### src/rtl/mem_stage_pkg.sv
// Shared constants for the MEM stage: RV32I opcodes used here and the
// funct3 access-width codes for loads and stores.
package mem_stage_pkg;

  localparam int unsigned XLEN      = 32;
  localparam int unsigned OPCODE_W  = 7;
  localparam int unsigned FUNCT3_W  = 3;
  localparam int unsigned REG_IDX_W = 5;
  localparam int unsigned BE_W      = 4;

  // Opcodes
  localparam logic [OPCODE_W-1:0] LOAD_OP   = 7'b0000011;
  localparam logic [OPCODE_W-1:0] STORE_OP  = 7'b0100011;
  localparam logic [OPCODE_W-1:0] OP_IMM_OP = 7'b0010011;
  localparam logic [OPCODE_W-1:0] OP_OP     = 7'b0110011;
  localparam logic [OPCODE_W-1:0] SYSTEM_OP = 7'b1110011;

  // Load width codes
  localparam logic [FUNCT3_W-1:0] LB  = 3'b000;
  localparam logic [FUNCT3_W-1:0] LH  = 3'b001;
  localparam logic [FUNCT3_W-1:0] LW  = 3'b010;
  localparam logic [FUNCT3_W-1:0] LBU = 3'b100;
  localparam logic [FUNCT3_W-1:0] LHU = 3'b101;

  // Store width codes
  localparam logic [FUNCT3_W-1:0] SB  = 3'b000;
  localparam logic [FUNCT3_W-1:0] SH  = 3'b001;
  localparam logic [FUNCT3_W-1:0] SW  = 3'b010;

  typedef enum logic {
    IDLE = 1'b0,
    BUSY = 1'b1
  } mem_state_e;

endpackage

### src/rtl/mem_align.sv
// Combinational lane logic for the MEM stage.
// Store side: byte enables, lane-aligned write data, misalignment flag.
// Load side : lane select from the read word plus sign/zero extension.
// Ports: st_funct3/st_addr_lo/st_data -> be_c, wdata_c, misaligned_c;
//        ld_funct3/ld_addr_lo/ld_rdata -> ld_data_c.
module mem_align
  import mem_stage_pkg::*;
(
  input  logic [FUNCT3_W-1:0] st_funct3,
  input  logic [1:0]          st_addr_lo,
  input  logic [XLEN-1:0]     st_data,
  output logic [BE_W-1:0]     be_c,
  output logic [XLEN-1:0]     wdata_c,
  output logic                misaligned_c,
  input  logic [FUNCT3_W-1:0] ld_funct3,
  input  logic [1:0]          ld_addr_lo,
  input  logic [XLEN-1:0]     ld_rdata,
  output logic [XLEN-1:0]     ld_data_c
);

  logic [4:0]      st_shamt;
  logic [4:0]      ld_shamt;
  logic [XLEN-1:0] ld_shifted;

  assign st_shamt   = {st_addr_lo, 3'b000};
  assign ld_shamt   = {ld_addr_lo, 3'b000};
  assign ld_shifted = ld_rdata >> ld_shamt;

  // Width-dependent enables/data; loads reuse the same enable pattern.
  always_comb begin
    be_c         = '0;
    wdata_c      = '0;
    misaligned_c = 1'b1;
    case (st_funct3[1:0])
      2'b00: begin
        be_c         = 4'b0001 << st_addr_lo;
        wdata_c      = {24'd0, st_data[7:0]} << st_shamt;
        misaligned_c = 1'b0;
      end
      2'b01: begin
        be_c         = 4'b0011 << st_addr_lo;
        wdata_c      = {16'd0, st_data[15:0]} << st_shamt;
        misaligned_c = st_addr_lo[0];
      end
      2'b10: begin
        be_c         = 4'b1111;
        wdata_c      = st_data;
        misaligned_c = (st_addr_lo != 2'b00);
      end
      default: begin
        be_c         = '0;
        wdata_c      = '0;
        misaligned_c = 1'b1;
      end
    endcase
  end

  // Lane select and extension of the returned word.
  always_comb begin
    ld_data_c = ld_rdata;
    case (ld_funct3)
      LB:      ld_data_c = {{24{ld_shifted[7]}}, ld_shifted[7:0]};
      LH:      ld_data_c = {{16{ld_shifted[15]}}, ld_shifted[15:0]};
      LW:      ld_data_c = ld_rdata;
      LBU:     ld_data_c = {24'd0, ld_shifted[7:0]};
      LHU:     ld_data_c = {16'd0, ld_shifted[15:0]};
      default: ld_data_c = ld_rdata;
    endcase
  end

endmodule

### src/rtl/mem_stage.sv
// MEM stage of the RV32I pipeline. Runs LOAD/STORE over a req/ack bus,
// stalls upstream while an access is outstanding, and registers the
// MEM/WB fields feeding the write-back stage.
// Ports: clk/rst; EX/MEM inputs (valid_in, funct3_in, opcode_in, c_in,
// b_in, pc4_in, z_in, rd_in); stall; dmem_* bus; MEM/WB outputs
// (valid_out, funct3_out, opcode_out, c_out, d_out, pc4_out, z_out,
// rd_out); misaligned and bus_err single-cycle pulses.
module mem_stage
  import mem_stage_pkg::*;
#(
  parameter int unsigned BUS_TIMEOUT = 255
) (
  input  logic        clk,
  input  logic        rst,
  input  logic        valid_in,
  input  logic [2:0]  funct3_in,
  input  logic [6:0]  opcode_in,
  input  logic [31:0] c_in,
  input  logic [31:0] b_in,
  input  logic [31:0] pc4_in,
  input  logic [31:0] z_in,
  input  logic [4:0]  rd_in,
  output logic        stall,
  output logic        dmem_req,
  output logic        dmem_we,
  output logic [31:0] dmem_addr,
  output logic [3:0]  dmem_be,
  output logic [31:0] dmem_wdata,
  input  logic        dmem_ack,
  input  logic [31:0] dmem_rdata,
  output logic        valid_out,
  output logic [2:0]  funct3_out,
  output logic [6:0]  opcode_out,
  output logic [31:0] c_out,
  output logic [31:0] d_out,
  output logic [31:0] pc4_out,
  output logic [31:0] z_out,
  output logic [4:0]  rd_out,
  output logic        misaligned,
  output logic        bus_err
);

  localparam int unsigned CNT_W  = (BUS_TIMEOUT < 2) ? 1 : $clog2(BUS_TIMEOUT + 1);
  localparam bit          TO_EN  = (BUS_TIMEOUT != 0);

  mem_state_e state_q, state_d;
  logic [CNT_W-1:0] cnt_q, cnt_d, cnt_inc;

  logic        stall_d, req_d, we_d, valid_d, mis_d, err_d;
  logic [31:0] addr_d, wdata_d, c_d, d_d, pc4_d, z_d;
  logic [3:0]  be_d;
  logic [2:0]  funct3_d;
  logic [6:0]  opcode_d;
  logic [4:0]  rd_d;

  logic        is_load_in, is_store_in;
  logic [3:0]  be_c;
  logic [31:0] wdata_c, ld_data_c;
  logic        misaligned_c;

  assign is_load_in  = (opcode_in == LOAD_OP);
  assign is_store_in = (opcode_in == STORE_OP);
  assign cnt_inc     = cnt_q + CNT_W'(1);

  // Store side sees the incoming instruction; load side sees the latched one.
  mem_align u_align (
    .st_funct3    (funct3_in),
    .st_addr_lo   (c_in[1:0]),
    .st_data      (b_in),
    .be_c         (be_c),
    .wdata_c      (wdata_c),
    .misaligned_c (misaligned_c),
    .ld_funct3    (funct3_out),
    .ld_addr_lo   (c_out[1:0]),
    .ld_rdata     (dmem_rdata),
    .ld_data_c    (ld_data_c)
  );

  // State, counter and all registered outputs.
  always_ff @(posedge clk or posedge rst) begin
    if (rst) begin
      state_q    <= IDLE;
      cnt_q      <= '0;
      stall      <= 1'b0;
      dmem_req   <= 1'b0;
      dmem_we    <= 1'b0;
      dmem_addr  <= '0;
      dmem_be    <= '0;
      dmem_wdata <= '0;
      valid_out  <= 1'b0;
      funct3_out <= '0;
      opcode_out <= '0;
      c_out      <= '0;
      d_out      <= '0;
      pc4_out    <= '0;
      z_out      <= '0;
      rd_out     <= '0;
      misaligned <= 1'b0;
      bus_err    <= 1'b0;
    end else begin
      state_q    <= state_d;
      cnt_q      <= cnt_d;
      stall      <= stall_d;
      dmem_req   <= req_d;
      dmem_we    <= we_d;
      dmem_addr  <= addr_d;
      dmem_be    <= be_d;
      dmem_wdata <= wdata_d;
      valid_out  <= valid_d;
      funct3_out <= funct3_d;
      opcode_out <= opcode_d;
      c_out      <= c_d;
      d_out      <= d_d;
      pc4_out    <= pc4_d;
      z_out      <= z_d;
      rd_out     <= rd_d;
      misaligned <= mis_d;
      bus_err    <= err_d;
    end
  end

  // Next state and next register values. MEM/WB fields double as the
  // latch for an in-flight access since valid_out is low while BUSY.
  always_comb begin
    state_d  = state_q;
    cnt_d    = '0;
    stall_d  = 1'b0;
    req_d    = 1'b0;
    we_d     = dmem_we;
    addr_d   = dmem_addr;
    be_d     = dmem_be;
    wdata_d  = dmem_wdata;
    valid_d  = 1'b0;
    funct3_d = funct3_out;
    opcode_d = opcode_out;
    c_d      = c_out;
    d_d      = d_out;
    pc4_d    = pc4_out;
    z_d      = z_out;
    rd_d     = rd_out;
    mis_d    = 1'b0;
    err_d    = 1'b0;

    case (state_q)
      IDLE: begin
        if (valid_in) begin
          if ((is_load_in || is_store_in) && misaligned_c) begin
            mis_d = 1'b1;
          end else begin
            funct3_d = funct3_in;
            opcode_d = opcode_in;
            c_d      = c_in;
            d_d      = '0;
            pc4_d    = pc4_in;
            z_d      = z_in;
            rd_d     = rd_in;
            if (is_load_in || is_store_in) begin
              state_d = BUSY;
              stall_d = 1'b1;
              req_d   = 1'b1;
              we_d    = is_store_in;
              addr_d  = {c_in[31:2], 2'b00};
              be_d    = be_c;
              wdata_d = is_store_in ? wdata_c : 32'd0;
            end else begin
              valid_d = 1'b1;
            end
          end
        end
      end
      BUSY: begin
        if (dmem_ack) begin
          state_d = IDLE;
          valid_d = 1'b1;
          d_d     = (opcode_out == LOAD_OP) ? ld_data_c : 32'd0;
        end else if (TO_EN && (cnt_inc == CNT_W'(BUS_TIMEOUT))) begin
          state_d = IDLE;
          err_d   = 1'b1;
        end else begin
          cnt_d   = cnt_inc;
          stall_d = 1'b1;
          req_d   = 1'b1;
        end
      end
      default: state_d = IDLE;
    endcase
  end

endmodule

### config.mk
export PLATFORM = sky130hd
export DESIGN_NAME = mem_stage
export DESIGN_NICKNAME = d
export VERILOG_FILES = /design/src/rtl/mem_stage_pkg.sv /design/src/rtl/mem_align.sv /design/src/rtl/mem_stage.sv
export SDC_FILE = /design/constraint.sdc
export NUM_CORES = 1
export LEC_CHECK = 0
export BUFFER_PORTS_ARGS = -buffer_cell sky130_fd_sc_hd__buf_4
export CORE_MARGIN = 1.5
export CORE_UTILIZATION = 41
export DETAILED_ROUTE_END_ITERATION = 12
export PLACE_DENSITY = 0.71
export SYNTH_ARGS = -nofsm -noshare
export SYNTH_HDL_FRONTEND = slang
export SYNTH_SLANG_ARGS = --single-unit
### constraint.sdc
create_clock -name clk -period 8.6 [get_ports clk]
set_clock_uncertainty 0.1 [all_clocks]
set_input_delay 0.86 -clock clk [delete_from_list [all_inputs] [get_ports clk]]
set_output_delay 0.86 -clock clk [all_outputs]
set_load 0.005 [all_outputs]
# == Yosys cells after proc, flatten, opt, wreduce, memory -nomap -nowiden ==
# Index checks and enable logic that the tools add are counted.
# W data, S select, Z words.
# classes
addsub,1
eq_ne,12
shift,5
muxes,30
n_bitwise,2
reduce_logical,8
# op_table
op,n
$mux W32,5
$pmux W32 S4,1
$pmux W32 S3,1
$pmux W32 S2,1
$shl A16 B5 Y32,1
$shl A8 B5 Y32,1
$shr A32 B5 Y16,1
$mux W8,3
$mux W1,15
$eq A7 B2 Y1 const B,2
$pmux W4 S3,1
$add A8 B1 Y8 const B,1
$eq A8 B8 Y1 const B,1
$eq A7 B6 Y1 const B,1
$eq A3 B3 Y1 const B,2
$ne A2 B2 Y1 const B,3
$reduce_and A3 Y1,2
$pmux W1 S2,2
$reduce_and A4 Y1,1
$shl A1 B2 Y4 const A,1
$shl A2 B2 Y4 const A,1
$eq A3 B1 Y1 const B,1
$logic_not A3 Y1,1
$pmux W1 S3,1
7 further kinds,8
# word_totals
regBits,222
out_inout_bits,217
word_cells,74

# == Logic depth before layout (Yosys ltp) ==
# Gate-level depths: netlist of run 1.
# logic_depth
word_depth,6
depth_mapped,6
depth_no_buf,6

# == Cells and area by module ==
# A second synthesis of run 1 with hierarchy kept.
# unflattened
hier_cells,892
hier_area_um2,9969.6
# modules_own_cells
mod,instances,cells_per_inst,area_each_um2
mem_stage,1,667,8743.4
mem_align,1,225,1226.2

# == Least setup slack after synthesis of run 1 ==
# OpenSTA, ideal clock, no wires.
# synth_timing
path_kind,in2reg
from,input port c_in[0]
to,register c_out[0]
setup_time_ns,0.128
arrival_ns,2.238
setup_slack_ns,6.134
cell_stages,6
cell_sequence,or3_4 -> and2_4 -> a21oi_2 -> buf_4 -> buf_6 -> mux2_1
# synth_between
elab_chain_len,5
# synth_lines
element,line,source
from (decl),mem_stage.sv:18,"input logic [31:0] c_in,"
$reduce_bool A2 Y1,mem_align.sv:48,misaligned_c = (st_addr_lo != 2'b00);
$pmux W1 S3,mem_align.sv:34,case (st_funct3[1:0])
$logic_and A1 B1 Y1,mem_stage.sv:147,if ((is_load_in || is_store_in) && misaligned_c) begin
$not A1 Y1 (no source line),-,
$reduce_and A3 Y1 (no source line),-,
to (signal assigned),mem_stage.sv:93,c_out <= '0;
to (signal assigned),mem_stage.sv:112,c_out <= c_d;
to (decl),mem_stage.sv:34,"output logic [31:0] c_out,"
# Several ways; a longest one is shown, not always the timed one.
# A chain may end at the register's enable or synchronous reset.

# == Worst setup path after layout of run 1 ==
# layout_timing
from,input port c_in[0]
to,register dmem_wdata[5]
# layout_between
elab_chain_len,5
# layout_lines
element,line,source
branches (longest 5 deep; another with $shl A16 B5 Y32),-,
to (signal assigned),mem_stage.sv:108,dmem_wdata <= wdata_d;
to (decl),mem_stage.sv:28,"output logic [31:0] dmem_wdata,"
# Several ways; the timed one is not identified.

==> flow_summary.json, run 1 <==
{
  "min-delay-path-class": "input pin to asynchronous set/reset pin",
  "cp.buffers_inverters": 2,
  "die_area_sq_mm": 0.02513,
  "path_cells": "buf_4 > or3_4 > a2111o_2 > buf_4 > a22o_1",
  "root_buffer": "clkbuf_16",
  "drive_gt1_share_pct": 41.92,
  "power.density_mw_per_mm2": 183.6,
  "reg2regPathDepth": 4,
  "vias": 7821,
  "setup.worst_path.class": "input pin to flip-flop",
  "first_pass_iters": 5,
  "grt_usage_pct": 21.85,
  "worst_slack_ns": 5.839,
  "setup_viol": 0,
  "post_drt_via_cell_ratio": 5.166,
  "crit_required_ns": 8.89,
  "leakagePower_nw": 6.828,
  "critPathSlowestCell": "a2111o_2",
  "cts_buffer_depth": 3,
  "maxSlewViolCount": 0,
  "cap_violations": 0,
  "worst_setup_path_end_kind": "flip-flop",
  "regToRegStartpoint": "funct3_out[1]",
  "yosysSeqAreaShare_pct": 56.02,
  "drt-initial-drc-count": 409,
  "antenna_violating_nets_post_route": 0,
  "placed_area_sq_mm": 0.01299,
  "antenna_found_initial": 0,
  "grt_pass1_vias": 7609,
  "wire_per_inst_microns": 18.90,
  "critPathMostFrequentCell": "buf_4",
  "regArea_sq_mm": 0.005555,
  "multi_input_area_sq_mm": 0.003973,
  "min_period_over_period_pct": 32.11,
  "met1_length_microns": 11860,
  "wl_microns": 28610,
  "arrival_ns": 3.05,
  "cts_setup_buffers": 0,
  "top_layer": "met4",
  "hold_violations": 0,
  "yosysUniqueCellTypes": 69,
  "clk_latency_ns": 0.51,
  "grt_overflow": 0,
  "cts_resized": 0,
  "dp_hpwl_microns": 21120,
  "synthFlopType": "dfrtp_1",
  "cp-startpoint": "c_in[0]",
  "path_delay_family": "compound AO/OA/AOI/OAI gates",
  "fillers": 1984,
  "rsz0062_at_grt": "false",
  "finalPower_mw": 2.520,
  "cts.sinks": 222,
  "areaGrowthSynthToFinish_pct": 38.43,
  "core_sq_mm": 0.02361,
  "grt_pass1_wl_microns": 42700,
  "peakVddDrop_mv": 0.1380,
  "io_pins": 396,
  "max_stage_delay_ns": 0.75,
  "place_congestion": 0.8948,
  "synthArstFlopShare_pct": 100.0,
  "ctsHoldBuffers": 0,
  "synth_area_sq_mm": 0.009917,
  "final_nets": 1362,
  "regToRegSetupSlack_ns": 5.89,
  "htreeDepth": 1,
  "fmax_mhz": 362.2,
  "drc": 0,
  "wl_met2_microns": 13970,
  "synth-edff-count": 0,
  "cts.clk_slew.worst_paths_ns": 0.06,
  "timing.rr.end": "d_out[31]",
  "die_y_microns": 158.5,
  "ys_warn_count": 0,
  "place_ws_ns": 5.316,
  "port_buffers": 393,
  "wl_met3_microns": 2185,
  "start_util_pct": 42.00,
  "tightest_slew_ns": 1.064,
  "fin_crit_ns": 2.761,
  "cts_buffers": 24,
  "grt_max_degree": 98,
  "maxSlewHeadroom_pct": 29.00,
  "cp-start-kind": "input pin",
  "setup_tns_ns": 0,
  "synth-seq-cells": 222,
  "avgSynthCellArea_sq_um": 12.26,
  "synthCells": 809,
  "fp-row-count": 56,
  "status": "completed",
  "die_w_microns": 158.5,
  "cts_tree": "done",
  "antennaDiodeCount": 0,
  "path_max_fanout": 60,
  "stdcell_area_sq_mm": 0.01373
}
cell type report:
cell class	count	share of cell area (%)
Clock buffer	35	5.195
Clock inverter	5	0.1823
Inverter	8	0.2734
Multi-Input combinational cell	522	28.94
Sequential cell	222	40.47
Tap cell	319	2.907
Timing Repair Buffer	403	22.04
where the power goes:
part / internal [mW] / switching, mW
Combinational: 0.214 / 0.165
Sequential: 1.12 / 0.0530
Clock: 0.569 / 0.402
state kept, by name (all words and copies together), names as in the netlist, 3 cells and up:
signal      cells
funct3_out      3
pc4_out        32
cnt_q           8
opcode_out      7
dmem_be         4
dmem_wdata     32
d_out          32
c_out          32
dmem_addr      30
z_out          32
rd_out          5
kinds of logic after synthesis:
logic type | count (synthesis) | synth area share [%]
mux | 121 | 13.69
compound gates | 158 | 13.80
xor+xnor | 6 | 0.5299
buf+inv | 66 | 4.050
flops | 222 | 56.02
simple gates | 233 | 11.62
fa+ha+maj | 2 | 0.2523
other cells | 1 | 0.03781
worst reg2reg max path: cells and delay by family, from the launching register on:
family | cells | cell delay (ns)
AO/OA/AOI/OAI | 1 | 0.20
flip-flops | 1 | 0.65
AND/OR/NAND/NOR | 3 | 1.70
routing by layer:
layer | up-vias | GRT usage, %
met1 | 3834 | 28.31
met4 | 0 | 5.563
met2 | 294 | 36.43
li1 | 3655 | -
met5 | - | 0
met3 | 38 | 5.634
Yosys cell counts (all sizes together), types with 2 or more instances:
| cell type | count | share of area, % |
|---|---|---|
| nor2b | 11 | 0.69 |
| nor4bb | 4 | 0.40 |
| nand3 | 7 | 0.35 |
| o21ai | 21 | 1.1 |
| and2 | 18 | 1.2 |
| a2bb2oi | 24 | 2.1 |
| inv | 8 | 0.30 |
| a22o | 16 | 1.4 |
| mux2 | 117 | 13 |
| nand3b | 4 | 0.30 |
| o211ai | 3 | 0.23 |
| nand2b | 5 | 0.32 |
| a21oi | 8 | 0.44 |
| a221o | 7 | 0.71 |
| a22oi | 13 | 0.98 |
| o31ai | 21 | 2.6 |
| buf | 44 | 3.2 |
| nor2 | 15 | 0.57 |
| or4b | 2 | 0.24 |
| dfrtp | 222 | 56 |
| or3 | 2 | 0.18 |
| or2 | 2 | 0.13 |
| nand2 | 133 | 5.0 |
| clkbuf | 14 | 0.53 |
| a32oi | 4 | 0.35 |
| nor3 | 10 | 0.50 |
| o2bb2ai | 7 | 0.62 |
| mux2i | 4 | 0.40 |
| ha | 2 | 0.25 |
| a221oi | 5 | 0.57 |
| xor2 | 5 | 0.44 |
| a211o | 16 | 1.4 |
| nor4 | 3 | 0.25 |
| and3 | 7 | 0.44 |
| o21bai | 2 | 0.15 |
| nor4b | 2 | 0.33 |
worst max-delay path by stage:
stage / end / slack, ns / cells past startpoint
2_1_floorplan: bus_err / 1.56 / 1
3_3_place_gp: dmem_wdata[1] / 5.36 / 5
3_5_place_dp: dmem_wdata[5] / 5.32 / 5
4_1_cts: dmem_wdata[5] / 5.87 / 5
5_1_grt: dmem_wdata[27] / 5.75 / 5
6_report: dmem_wdata[5] / 5.84 / 5
metrics by stage:
| stage | std cells | hold slack (ns) | util [%] |
|---|---|---|---|
| 3_3_place_gp | 1474 | 0.3502 | 55.01 |
| 6_report | 1514 | 0.3653 | 58.14 |
| 3_5_place_dp | 1474 | 0.3571 | 55.01 |
| 4_1_cts | 1514 | 0.3703 | 58.14 |
| 5_1_grt | 1514 | 0.3873 | 58.14 |
| 2_1_floorplan | 810 | 0.3628 | - |
placed cells by master, fill, tap and decap left out, drive strengths merged, types with 5 or more instances in the layout:
master and instances:
a211o 16, a21oi 8, a221o 7, a221oi 5
a22o 16, a22oi 13, a2bb2oi 24, and2 18
and3 7, buf 403, clkbuf 35, clkinv 5
dfrtp 222, inv 8, mux2 117, nand2 133
nand2b 5, nand3 7, nor2 15, nor2b 11
nor3 10, o21ai 21, o2bb2ai 7, o31ai 21
xor2 5
Power figures use the tool's default switching activity.
==> run 2: changes to the inputs <==
Settings changed: PLACE_DENSITY 0.71 to 0.74.
Clock period 8.6 ns to 2.2 ns, I/O delays scaled along.
==> flow_summary.json, run 2 (synthesized netlist as in run 1, its figures left out) <==
{
  "fmax_mhz": 458.2,
  "grt_pass1_vias": 9150,
  "dp_hpwl_microns": 21620,
  "cts_tree": "done",
  "grt_overflow": 0,
  "die_y_microns": 158.5,
  "finalNonFillerCells": 1711,
  "io_pins": 396,
  "clk_latency_ns": 0.52,
  "peakVddDrop_mv": 0.6535,
  "setup_viol": 0,
  "setup.worst_path.class": "input pin to flip-flop",
  "final_cell_mix": "buf_4, dfrtp_1, dlygate4sd3_1",
  "grt-busiest-layer": "met2",
  "groute.layer.met2.usage_pct": 42.42,
  "hold_violations": 0,
  "grtUsageMet1_pct": 30.35,
  "grt_usage_pct": 24.99,
  "tightest_slew_ns": 0.7287,
  "path_max_fanout": 19,
  "wire_per_inst_microns": 19.09,
  "setup_tns_ns": 0,
  "hold_slack_ns": 0.05018,
  "drc": 0,
  "power.density_mw_per_mm2": 658.2,
  "gr-usage-met3_pct": 5.580,
  "cp-start-kind": "input pin",
  "areaGrowthSynthToFinish_pct": 59.32,
  "antenna_violating_nets_post_route": 0,
  "cts_buffer_depth": 3,
  "cts_buffers": 25,
  "cts.sinks": 222,
  "grt_max_degree": 127,
  "arrival_ns": 2.47,
  "fillers": 1665,
  "rsz0062_at_grt": "false",
  "fin_crit_ns": 2.182,
  "maxSlewHeadroom_pct": 51.42,
  "cts.clk_slew.worst_paths_ns": 0.06,
  "die_w_microns": 158.5,
  "fp-row-count": 56,
  "final_nets": 1555,
  "leakagePower_nw": 7.709,
  "min_from": "b_in[20]",
  "placed_area_sq_mm": 0.01329,
  "htreeDepth": 1,
  "port_buffers": 393,
  "maxSlewViolCount": 0,
  "cap_violations": 0,
  "post_drt_via_cell_ratio": 5.190,
  "min_period_over_period_pct": 99.20,
  "final_common_cell": "buf_4",
  "drt-initial-drc-count": 646,
  "first_pass_iters": 5,
  "cts_setup_buffers": 0,
  "worst_setup_path_end_kind": "flip-flop",
  "root_buffer": "clkbuf_16",
  "vias": 8880,
  "core_sq_mm": 0.02361,
  "place_congestion": 0.8811,
  "start_util_pct": 42.00,
  "grt_pass1_wl_microns": 48990,
  "cp-startpoint": "funct3_in[0]",
  "crit_required_ns": 2.48,
  "dp.cells": 1494,
  "drive_gt1_share_pct": 37.74,
  "die_area_sq_mm": 0.02513,
  "min-delay-path-class": "input pin to flip-flop",
  "status": "completed",
  "wl_microns": 32660,
  "antenna_found_initial": 1,
  "regToRegStartpoint": "opcode_out[5]",
  "stdcell_area_sq_mm": 0.01580
}
[run 2: cell count changes in the layout (fill, tap and decap cells not counted), sizes merged]
cell	change
buf	+20
clkbuf	+3
dlygate4sd3	+172
diode	+1
inv	+1
clkinv	-2
clkinvlp	+2
[run 2: final cells by class]
type	instances	area (sq um)	share of cell area, %
antenna	1	2.502	0.01584
clock buffer	38	744.5	4.712
clock inverter	6	40.04	0.2534
inverter	8	33.78	0.2138
multi-input combinational	522	3978	25.17
sequential	222	5555	35.16
tap	319	399.1	2.526
timing repair buffer	595	5047	31.94
[run 2: path summary, 6_finish.rpt]
check                                  to  slack [ns]  cells after the start
max                           pc4_out[23]        0.02                      8
min                        dmem_wdata[20]        0.05                      4
max reg2reg                     d_out[22]        0.15                      5
min reg2reg                 dmem_addr[30]        0.36                      2
max in group asynchronous    dmem_addr[9]        1.05                      4
min in group asynchronous        d_out[5]        0.32                      4
[run 2: power breakdown]
part | switching (mW) | internal [mW] | total, mW
Clock | 1.65 | 2.33 | 3.98
Combinational | 0.791 | 1.08 | 1.87
Sequential | 0.183 | 4.37 | 4.55
Total | 2.63 | 7.77 | 10.4
[run 2: metal layers]
metal  wire length, microns  vias up
met5                      0        -
met4                   1515        0
met3                   2293      109
met2                  16180      413
met1                  12670     4332
li1                       -     4026
[run 2: repair_timing]
| item | CTS | global route |
|---|---|---|
| resized for setup | 0 | 1 |
| hold buffers | 172 | 0 |
| setup endpoints to repair | 0 | 1 |
| endpoints found under the hold margin | 430 | 0 |
[run 2: worst max-delay path: stages]
cell           delay, ns
dlygate4sd3_1       0.56
buf_4               0.19
or3_4               0.37
and2_4              0.19
a21oi_4             0.19
buf_12              0.19
buf_12              0.18
mux2_1              0.36
[run 2: per-stage QoR]
stage	total power, mW	util (%)	setup slack [ns]
3_3_place_gp	6.157	56.27	0.1301
3_5_place_dp	6.196	56.27	0.09517
6_report	10.40	66.91	0.01754
4_1_cts	10.46	66.88	0.09031
2_1_floorplan	5.233	-	-1.016
5_1_grt	10.84	66.91	0.005448
==> run 3: changes to the inputs <==
Settings changed: ABC_AREA from default to 1.
==> flow_summary.json, run 3 <==
{
  "peakVddDrop_mv": 0.6183,
  "min_period_over_period_pct": 88.02,
  "cts_resized": 0,
  "setup.worst_path.class": "input pin to flip-flop",
  "port_buffers": 393,
  "maxSlewViolCount": 0,
  "synthArstFlopShare_pct": 100.0,
  "hold_violations": 0,
  "final_nets": 1934,
  "worst_setup_path_end_kind": "flip-flop",
  "cts_tree": "done",
  "die_y_microns": 159.9,
  "grt_pass1_vias": 11010,
  "fin_crit_ns": 1.936,
  "ys_warn_count": 0,
  "hold_slack_ns": 0.01544,
  "vias": 10879,
  "core_sq_mm": 0.02425,
  "synth_common_cells": "nand2_1, dfrtp_1, nand3_1",
  "grt_max_degree": 97,
  "antenna_violating_nets_post_route": 0,
  "reg2regPathDepth": 6,
  "yosysTopAreaCellShare_pct": 55.02,
  "htreeDepth": 1,
  "cts_setup_buffers": 0,
  "areaGrowthSynthToFinish_pct": 57.27,
  "io_pins": 396,
  "synth-seq-cells": 222,
  "cts_buffers": 25,
  "synthCells": 1226,
  "start_util_pct": 41.64,
  "clk_latency_ns": 0.53,
  "die_area_sq_mm": 0.02558,
  "hold_depth": 5,
  "yosysSeqAreaShare_pct": 55.02,
  "post_drt_via_cell_ratio": 5.176,
  "synth_area_sq_mm": 0.01010,
  "fp-row-count": 57,
  "leakagePower_nw": 8.254,
  "path_depth": 8,
  "yosysUniqueCellTypes": 37,
  "antenna_found_initial": 6,
  "arrival_ns": 2.26,
  "tightest_slew_ns": 0.6487,
  "min-delay-path-class": "input pin to flip-flop",
  "path_cells": "dlygate4sd3_1 > buf_4 > nor2_1 > nand3_1 > nor2_8 > inv_2 > buf_12 > o21ai_0",
  "stdcell_area_sq_mm": 0.01588,
  "drc": 0,
  "cts.clk_slew.worst_paths_ns": 0.06,
  "worst_slack_ns": 0.2636,
  "synth-edff-count": 0,
  "synthFlopType": "dfrtp_1",
  "wl_microns": 37390,
  "avgSynthCellArea_sq_um": 8.236,
  "cts.sinks": 222,
  "critPathSlowestCell": "dlygate4sd3_1",
  "first_pass_iters": 5,
  "grt_pass1_wl_microns": 58820,
  "regArea_sq_mm": 0.005555,
  "rsz0062_at_grt": "false",
  "synthTopCellsByArea": "dfrtp_1, nand2_1, nand3_1",
  "grt_overflow": 0,
  "yosys.area.top_type": "dfrtp_1",
  "die_w_microns": 159.9,
  "path_delay_family": "buffers and inverters",
  "cp-start-kind": "input pin",
  "place_ws_ns": 0.4043,
  "drt-initial-drc-count": 916,
  "power.density_mw_per_mm2": 716.7,
  "cp.buffers_inverters": 4,
  "place_congestion": 0.8805,
  "final_common_cell": "buf_4",
  "final_cell_mix": "buf_4, nand2_1, dfrtp_1",
  "dp_hpwl_microns": 23680,
  "ctsHoldBuffers": 157,
  "path_max_fanout": 96,
  "wire_per_inst_microns": 17.79,
  "max_stage_delay_ns": 0.56,
  "grt_usage_pct": 28.72,
  "cts_buffer_depth": 3,
  "root_buffer": "clkbuf_16",
  "placed_area_sq_mm": 0.01336,
  "setup_viol": 0,
  "maxSlewHeadroom_pct": 56.71,
  "crit_required_ns": 2.52,
  "cap_violations": 0,
  "status": "completed",
  "drive_gt1_share_pct": 27.99,
  "fillers": 1882,
  "fmax_mhz": 516.4,
  "yosysMostFrequentCell": "nand2_1",
  "multi_input_area_sq_mm": 0.003825
}
[run 3: changes by cell type after synthesis, sizes merged, moves of 42 or more]
| cell | before | now |
|---|---|---|
| nand2 | 133 | 386 |
| nand3 | 7 | 125 |
| mux2 | 117 | 0 |
| o21ai | 21 | 119 |
| inv | 8 | 93 |
| nor2 | 15 | 67 |
| a21oi | 8 | 50 |
[run 3: stage by stage]
step	power [mW]	TNS [ns]	instances	utilization [%]
after floorplan	5.386	-225.56	1227	-
final	11.38	0	2102	65.49
after CTS	11.42	0	2096	65.43
after global routing	11.87	0	2102	65.49
after global placement	6.382	0	1893	55.08
after detailed placement	6.420	0	1893	55.08
[run 3: final timing paths]
path / start / endpoint / slack (ns)
max: opcode_in[3] / dmem_addr[7] / 0.26
min: dmem_rdata[23] / d_out[23] / 0.02
max reg2reg: state_q / dmem_addr[7] / 0.33
min reg2reg: dmem_addr[31] / dmem_addr[31] / 0.38
max in group asynchronous: rst / rd_out[4] / 1.14
min in group asynchronous: rst / opcode_out[2] / 0.38
[run 3: where the power goes]
| part | internal [mW] | switching (mW) |
|---|---|---|
| Combinational | 1.03 | 1.04 |
| Clock | 3.01 | 1.73 |
| Sequential | 4.37 | 0.205 |
[run 3: cells by family (layout without fill, tap and decap cells)]
family / Yosys count / in the layout / synth area share [%]
AND/OR/NAND/NOR: 640 / 640 / 27.40
flip-flops: 222 / 222 / 55.02
AO/OA/AOI/OAI: 190 / 190 / 9.926
buffers and inverters: 170 / 715 / 7.286
adder cells (fa/ha/maj): 2 / 2 / 0.2478
other: 1 / 8 / 0.03714
XOR/XNOR: 1 / 1 / 0.08676
[run 3: area by class of cell]
type,instances,area share [%]
clock inverters,16,1.662
inverters,94,2.246
multi-input cells,835,24.09
diodes,6,0.09455
repair buffers,575,30.13
well taps,324,2.553
clock buffers,30,4.247
flip-flops and latches,222,34.98
[run 3: worst register-to-register path, stage by stage (launching register included)]
cell,delay [ns]
dfrtp_1,0.38
nor2_1,0.31
nand2_4,0.16
nor2_8,0.18
inv_2,0.06
buf_12,0.21
o21ai_0,0.36
[run 3: layer usage]
layer	part of all wire [%]	track usage, %	up-vias
li1	-	-	5038
met5	0	0	-
met2	48	47.85	568
met1	38	34.86	5156
met3	8.7	6.831	117
met4	5.1	14.53	0
